==> src/rtl/pipe_hazard_ctrl.sv <==
// rtl/pipe_hazard_ctrl.sv - stall/flush sequencer for the 5-stage RV32I pipeline
// Optional performance counters are enabled by defining PIPE_HAZARD_PERF_EN.
module pipe_hazard_ctrl #(
  parameter int MEM_TIMEOUT = 64,
  parameter int CNT_W       = 32
) (
  input  logic             i_clk,
  input  logic             i_rst,
  input  logic [4:0]       i_ID_rs1_addr,
  input  logic [4:0]       i_ID_rs2_addr,
  input  logic             i_ID_rs1_used,
  input  logic             i_ID_rs2_used,
  input  logic [4:0]       i_EX_rd_addr,
  input  logic             i_EX_rd_wren,
  input  logic             i_EX_is_load,
  input  logic             i_EX_mispred,
  input  logic             i_MEM_req,
  input  logic             i_MEM_ack,
  output logic             o_pc_en,
  output logic             o_IF_ID_en,
  output logic             o_IF_ID_flush,
  output logic             o_ID_EX_en,
  output logic             o_ID_EX_flush,
  output logic             o_EX_MEM_en,
  output logic             o_MEM_WB_bubble,
  output logic             o_mem_err
`ifdef PIPE_HAZARD_PERF_EN
  ,
  output logic [CNT_W-1:0] o_stall_cnt,
  output logic [CNT_W-1:0] o_flush_cnt
`endif
);

  localparam int WAIT_W = $clog2(MEM_TIMEOUT + 1);
  localparam logic [WAIT_W-1:0] WAIT_MAX = WAIT_W'(MEM_TIMEOUT);
  localparam logic [WAIT_W-1:0] WAIT_PRE = WAIT_W'(MEM_TIMEOUT - 1);
  localparam logic [WAIT_W-1:0] WAIT_ONE = WAIT_W'(1);

  typedef enum logic {S_RUN, S_MEM_WAIT} state_t;

  state_t            state;
  logic [WAIT_W-1:0] wait_cnt;
  logic              load_use;
  logic              mem_stall;

  assign load_use = i_EX_is_load & i_EX_rd_wren & (i_EX_rd_addr != 5'd0) &
                    ((i_ID_rs1_used & (i_ID_rs1_addr == i_EX_rd_addr)) |
                     (i_ID_rs2_used & (i_ID_rs2_addr == i_EX_rd_addr)));
  assign mem_stall = i_MEM_req & ~i_MEM_ack;

  always_comb begin
    o_pc_en         = 1'b1;
    o_IF_ID_en      = 1'b1;
    o_IF_ID_flush   = 1'b0;
    o_ID_EX_en      = 1'b1;
    o_ID_EX_flush   = 1'b0;
    o_EX_MEM_en     = 1'b1;
    o_MEM_WB_bubble = 1'b0;
    if (i_rst) begin
      o_pc_en         = 1'b0;
      o_IF_ID_en      = 1'b0;
      o_IF_ID_flush   = 1'b1;
      o_ID_EX_en      = 1'b0;
      o_ID_EX_flush   = 1'b1;
      o_EX_MEM_en     = 1'b0;
      o_MEM_WB_bubble = 1'b1;
    end else if (mem_stall) begin
      // Whole pipe frozen; EX keeps any pending mispredict/load for release.
      o_pc_en         = 1'b0;
      o_IF_ID_en      = 1'b0;
      o_ID_EX_en      = 1'b0;
      o_EX_MEM_en     = 1'b0;
      o_MEM_WB_bubble = 1'b1;
    end else if (i_EX_mispred) begin
      o_IF_ID_flush   = 1'b1;
      o_ID_EX_flush   = 1'b1;
    end else if (load_use) begin
      o_pc_en         = 1'b0;
      o_IF_ID_en      = 1'b0;
      o_ID_EX_flush   = 1'b1;
    end
  end

  always_ff @(posedge i_clk or posedge i_rst) begin
    if (i_rst) begin
      state     <= S_RUN;
      wait_cnt  <= '0;
      o_mem_err <= 1'b0;
    end else begin
      case (state)
        S_RUN: begin
          if (mem_stall) begin
            state    <= S_MEM_WAIT;
            wait_cnt <= WAIT_ONE;
          end
        end
        S_MEM_WAIT: begin
          if (mem_stall) begin
            if (wait_cnt != WAIT_MAX) wait_cnt <= wait_cnt + WAIT_ONE;
            // Error rises on the edge where the count reaches the limit.
            if (wait_cnt == WAIT_PRE) o_mem_err <= 1'b1;
          end else begin
            state    <= S_RUN;
            wait_cnt <= '0;
          end
        end
        default: begin
          state    <= S_RUN;
          wait_cnt <= '0;
        end
      endcase
    end
  end

`ifdef PIPE_HAZARD_PERF_EN
  always_ff @(posedge i_clk or posedge i_rst) begin
    if (i_rst) begin
      o_stall_cnt <= '0;
      o_flush_cnt <= '0;
    end else begin
      if (mem_stall | load_use) o_stall_cnt <= o_stall_cnt + CNT_W'(1);
      if (i_EX_mispred & ~mem_stall) o_flush_cnt <= o_flush_cnt + CNT_W'(1);
    end
  end
`endif

endmodule

==> config.mk <==
export PLATFORM = sky130hd
export DESIGN_NAME = pipe_hazard_ctrl
export DESIGN_NICKNAME = d
export VERILOG_FILES = /design/src/rtl/pipe_hazard_ctrl.sv
export SDC_FILE = /design/constraint.sdc
export NUM_CORES = 1
export LEC_CHECK = 0
export ABC_AREA = 1
export CAP_MARGIN = 20
export CORE_MARGIN = 2
export CORE_UTILIZATION = 45
export DETAILED_ROUTE_END_ITERATION = 8
export GPL_ROUTABILITY_DRIVEN = 0
export HOLD_SLACK_MARGIN = 0.1
export PLACE_DENSITY = 0.82
export SLEW_MARGIN = 0
export SYNTH_ARGS = -nofsm -noshare
export SYNTH_HDL_FRONTEND = slang
export SYNTH_SLANG_ARGS = --single-unit
==> constraint.sdc <==
create_clock -name i_clk -period 3.2 [get_ports i_clk]
set_clock_uncertainty 0.1 [all_clocks]
set_input_delay 0.8 -clock i_clk [delete_from_list [all_inputs] [get_ports i_clk]]
set_output_delay 0.8 -clock i_clk [all_outputs]
set_load 0.01 [all_outputs]
**After elaboration in Yosys (flattened, before gate mapping)**

Cells that the tools add are included.
W data, S select, Z words.

- Register bits after elaboration: 9
- Bits in latches: 0
- Bits in writable memories: 0
- Memory bits (read-only): 0
- Input bits: 24
- Output and inout bits: 8
- Logic and storage cells: 41
- Memories: 0

- Add/subtract/negate cells: 1
- $mul: 0
- Div/mod/pow operators: 0
- $lt $le $gt $ge: 0
- Equal/unequal tests: 6
- Shifts and indexed selects: 0
- Multiplexer cells: 19
- Bitwise logic cells: 9
- Reduce and logical (&&, ||, !) cells: 3

Operators with widths:

| kind | count |
|---|---|
| $mux W7 | 3 |
| $mux W1 | 15 |
| $pmux W7 S2 | 1 |
| $eq A5 B5 Y1 | 2 |
| $add A7 B1 Y7 const B | 1 |
| $eq A7 B6 Y1 const B | 1 |
| $ne A7 B7 Y1 const B | 1 |
| $and A1 B1 Y1 | 6 |
| $reduce_bool A5 Y1 | 1 |
| $ne A3 B2 Y1 const B | 1 |
| $reduce_and A3 Y1 | 1 |
| $ne A2 B2 Y1 const B | 1 |
| $not A1 Y1 | 2 |
| $reduce_and A2 Y1 | 1 |
| $or A1 B1 Y1 | 1 |

**Logic depth before layout (Yosys ltp)**

- Depth in word-level cells: 8
- Mapped depth: 10
- Mapped depth without buffers: 9

**Least setup slack after synthesis**

OpenSTA, ideal clock, no wires.

- Path kind: input -> output
- From: in i_MEM_ack
- To: out o_pc_en
- Data arrival time: 1.553 ns
- Data required time: 2.300 ns
- Path slack: 0.747 ns
- Cell stages on the path: 7
- Buffers on the path: 1
- Path through: inv_2 -> nand2_4 -> inv_2 -> nor2_1 -> nand2_1 -> inv_1 -> buf_4

- Longest elaborated chain between the ends: 4

Ends and longest elaborated chain:

| element | line | source |
|---|---|---|
| from (decl) | 18 | `input logic i_MEM_ack,` |
| $not A1 Y1 | 49 | `assign mem_stall = i_MEM_req & ~i_MEM_ack;` |
| $and A1 B1 Y1 | 49 |  |
| named net mem_stall | 44 | `logic mem_stall;` |
| $mux W1 (2 in a row) | n/a |  |
| to (decl) | 19 | `output logic o_pc_en,` |

The timed path passes the listed nets, and every way through them passes these cells.

**Final worst setup path**

- From: in i_MEM_req
- To: out o_MEM_WB_bubble

- Longest elaborated chain between the ends: 3

Ends and longest elaborated chain:

| element | line | source |
|---|---|---|
| from (decl) | 17 | `input logic i_MEM_req,` |
| $and A1 B1 Y1 | 49 |  |
| named net mem_stall | 44 |  |
| $mux W1 | 67 | `end else if (mem_stall) begin` |
| $mux W1 | 59 | `if (i_rst) begin` |
| to (decl) | 25 | `output logic o_MEM_WB_bubble,` |

The timed path passes the listed nets, and every way through them passes these cells.

==> impl_metrics.ini <==
[status]
status = completed

[critical_path]
crit_arrival_ns = 2.24
slowest_stage = clkdlybuf4s50_1
cp_top_family = buffers and inverters
cp-start-kind = input pin
path_class = input pin to output port
crit_path_frequent_cell = clkdlybuf4s50_1
crit_chain = clkdlybuf4s50_1 -> nand2_4 -> inv_2 -> nor2_1 -> buf_4 -> inv_1 -> clkdlybuf4s50_1
slowest_delay_ns = 0.55
end_kind = output port
cp_num_buf_inv = 5
cp_data_required_time_ns = 2.30
critPathMaxFanout = 4

[sta]
fmaxAchievable_ghz = 0.319
tns_ns = 0
slew_headroom = 0.763
finalCritPeriodShare = 0.980
slew_violations = 0
finalSetupViolCount = 0
rsz0062_at_grt = no
hold_violations = 0
period_needed_ns = 3.14
tightest_slew_ns = 0.356

[pwr]
p_seq_frac = 0.404
p_int_mw = 0.213
power.density_nw_per_um2 = 254
clock_power_share = 0.292
netSwitchingPower_mw = 0.0875
total_power_mw = 0.300
max-vdd-ir-drop_uv = 129
p_leak_nw = 0.646
swShare = 0.291
pwr-share-comb = 0.304

[flow_run]
drv_cap = 0

[detailed_routing]
drt-total-wl_um = 1990
drc = 0
drtIter0Drc = 34
dr_total_vias = 933
via_per_inst = 4.76
final_antenna_net_count = 0
dr.pass1.iters = 4
routed_wire_length_per_instance_um = 10.2

[yosys]
synth_top_cell_by_area = dfrtp_1
ys_warn_count = 0
ys_seq_area_frac = 0.277
ys_types = 21
synthTopCellsByArea = dfrtp_1, nand2_1, inv_1, nand3_1, nand4_1
syn-num-nets = 162
syn-cell-area_um2 = 813
synth.top_cell.area_share = 0.277
syn_inst = 136
ys_seq_elements = 9
avgSynthCellArea_um2 = 5.98

[layout]
layout_common_cells = nand2_1, clkdlybuf4s50_1, inv_1, nor2_1, nand3_1
num_antenna_cells = 0
drive_above_1_share = 0.105
n_fill_cell = 149
nNetsFinal = 198
multi_input_area_um2 = 459
area_growth_syn_to_layout_pct = 45.2
final_common_cell = nand2_1
layout.cells.non_filler = 196
layout.area.seq_um2 = 225

[placed_design]
dp.cells = 192
dp_hpwl_um = 1710
port_buffers = 31

[clock_network]
clock_latency_ns = 0.26
cts-resized-gates = 4
htreeDepth = 1
cts_hold_buffers = 0
post_cts_buffers = 0
clock_sinks = 9
cts-root-buf = clkbuf_4
cts.path.max_buffers = 2
cts_tree = yes
clk_pin_slew_ns = 0.06
cts_buffers = 3

[floorplanning]
fp.dieW_um = 46.5
ios = 32
core_area_um2 = 1710
dieArea_um2 = 2160
die_y_um = 46.5
start_util = 0.476
std_cell_rows = 15

[global_route]
grt_max_degree = 10
grt_pass1_vias = 866
gr-total-overflow = 0
track_usage = 0.216
antenna_found_initial = 0
grt_pass1_wl_um = 3280

[worst_hold_path]
hp-class = register to register
-- kinds of logic (layout without fill, tap and decap cells) --
family,count (synthesis),after routing,share of synthesized area
AO/OA/AOI/OAI,6,6,0.0508
AND/OR/NAND/NOR,85,85,0.469
adder cells (fa/ha/maj),2,2,0.0308
XOR/XNOR,1,1,0.0108
flip-flops,9,9,0.277
buffers and inverters,33,68,0.162
-- state kept, by name, indices dropped and copies added, names as in the netlist --
signal / cells
o_mem_err: 1
state: 1
wait_cnt: 7
-- power groups by stage --
stage	Clock, mW	Combinational, mW	Sequential (mW)
6_report	0.0878	0.0914	0.121
5_1_grt	0.102	0.102	0.122
4_1_cts	0.0934	0.0921	0.121
3_5_place_dp	0	0.0943	0.123
3_3_place_gp	0	0.0910	0.123
2_1_floorplan	0	0.0423	0.122
-- cell type report --
class                   instances  share of cell area
flip-flops and latches          9               0.191
well taps                      25              0.0265
repair buffers                 33               0.273
inverters                      31              0.0985
multi-input cells              94               0.389
clock buffers                   4              0.0222
-- final timing paths --
check	startpoint	to	slack [ns]	cells after the start
setup / recovery	i_MEM_req	o_MEM_WB_bubble	0.06	7
hold / removal	o_mem_err	o_mem_err	0.38	1
setup reg to reg	wait_cnt[0]	wait_cnt[5]	1.61	8
hold reg to reg	o_mem_err	o_mem_err	0.38	1
max in group asynchronous	i_rst	wait_cnt[5]	1.97	2
min in group asynchronous	i_rst	wait_cnt[0]	0.76	2
-- layer usage --
metal | global-route usage | part of all wire | vias up
met5 | 0 | 0 | -
met1 | 0.215 | 0.40 | 416
met4 | 0.0857 | 0.0090 | 0
met2 | 0.422 | 0.55 | 27
li1 | - | - | 488
met3 | 0.0471 | 0.037 | 2
-- worst register-to-register path, stage by stage, from the launching register on --
cell and delay, ns:
dfrtp_1 0.43, inv_1 0.13, ha_1 0.17, nand2_1 0.07, nor3_2 0.16, nand4_2 0.14
o21ai_2 0.17, nand2_1 0.09, nand2_1 0.07
-- per-stage QoR --
stage	setup slack, ns	utilization	area, um^2	hold WS (ns)
floorplan	0.747	-	813	0.349
global placement	-0.0999	0.676	1150	0.364
detailed placement	-0.122	0.676	1150	0.369
CTS	0.0555	0.689	1180	0.383
global route	0.00858	0.692	1180	0.388
finish	0.0645	0.692	1180	0.377
-- Yosys cell counts (all sizes together) --
cell type,count
nand2,52
inv,29
nor2,13
nand3,10
dfrtp,9
nand4,9
buf,2
clkinv,2
ha,2
o21ai,2
a21oi,1
nor3,1
o211ai,1
o21bai,1
o31ai,1
xor2,1
(Power assumes the default switching activity.)
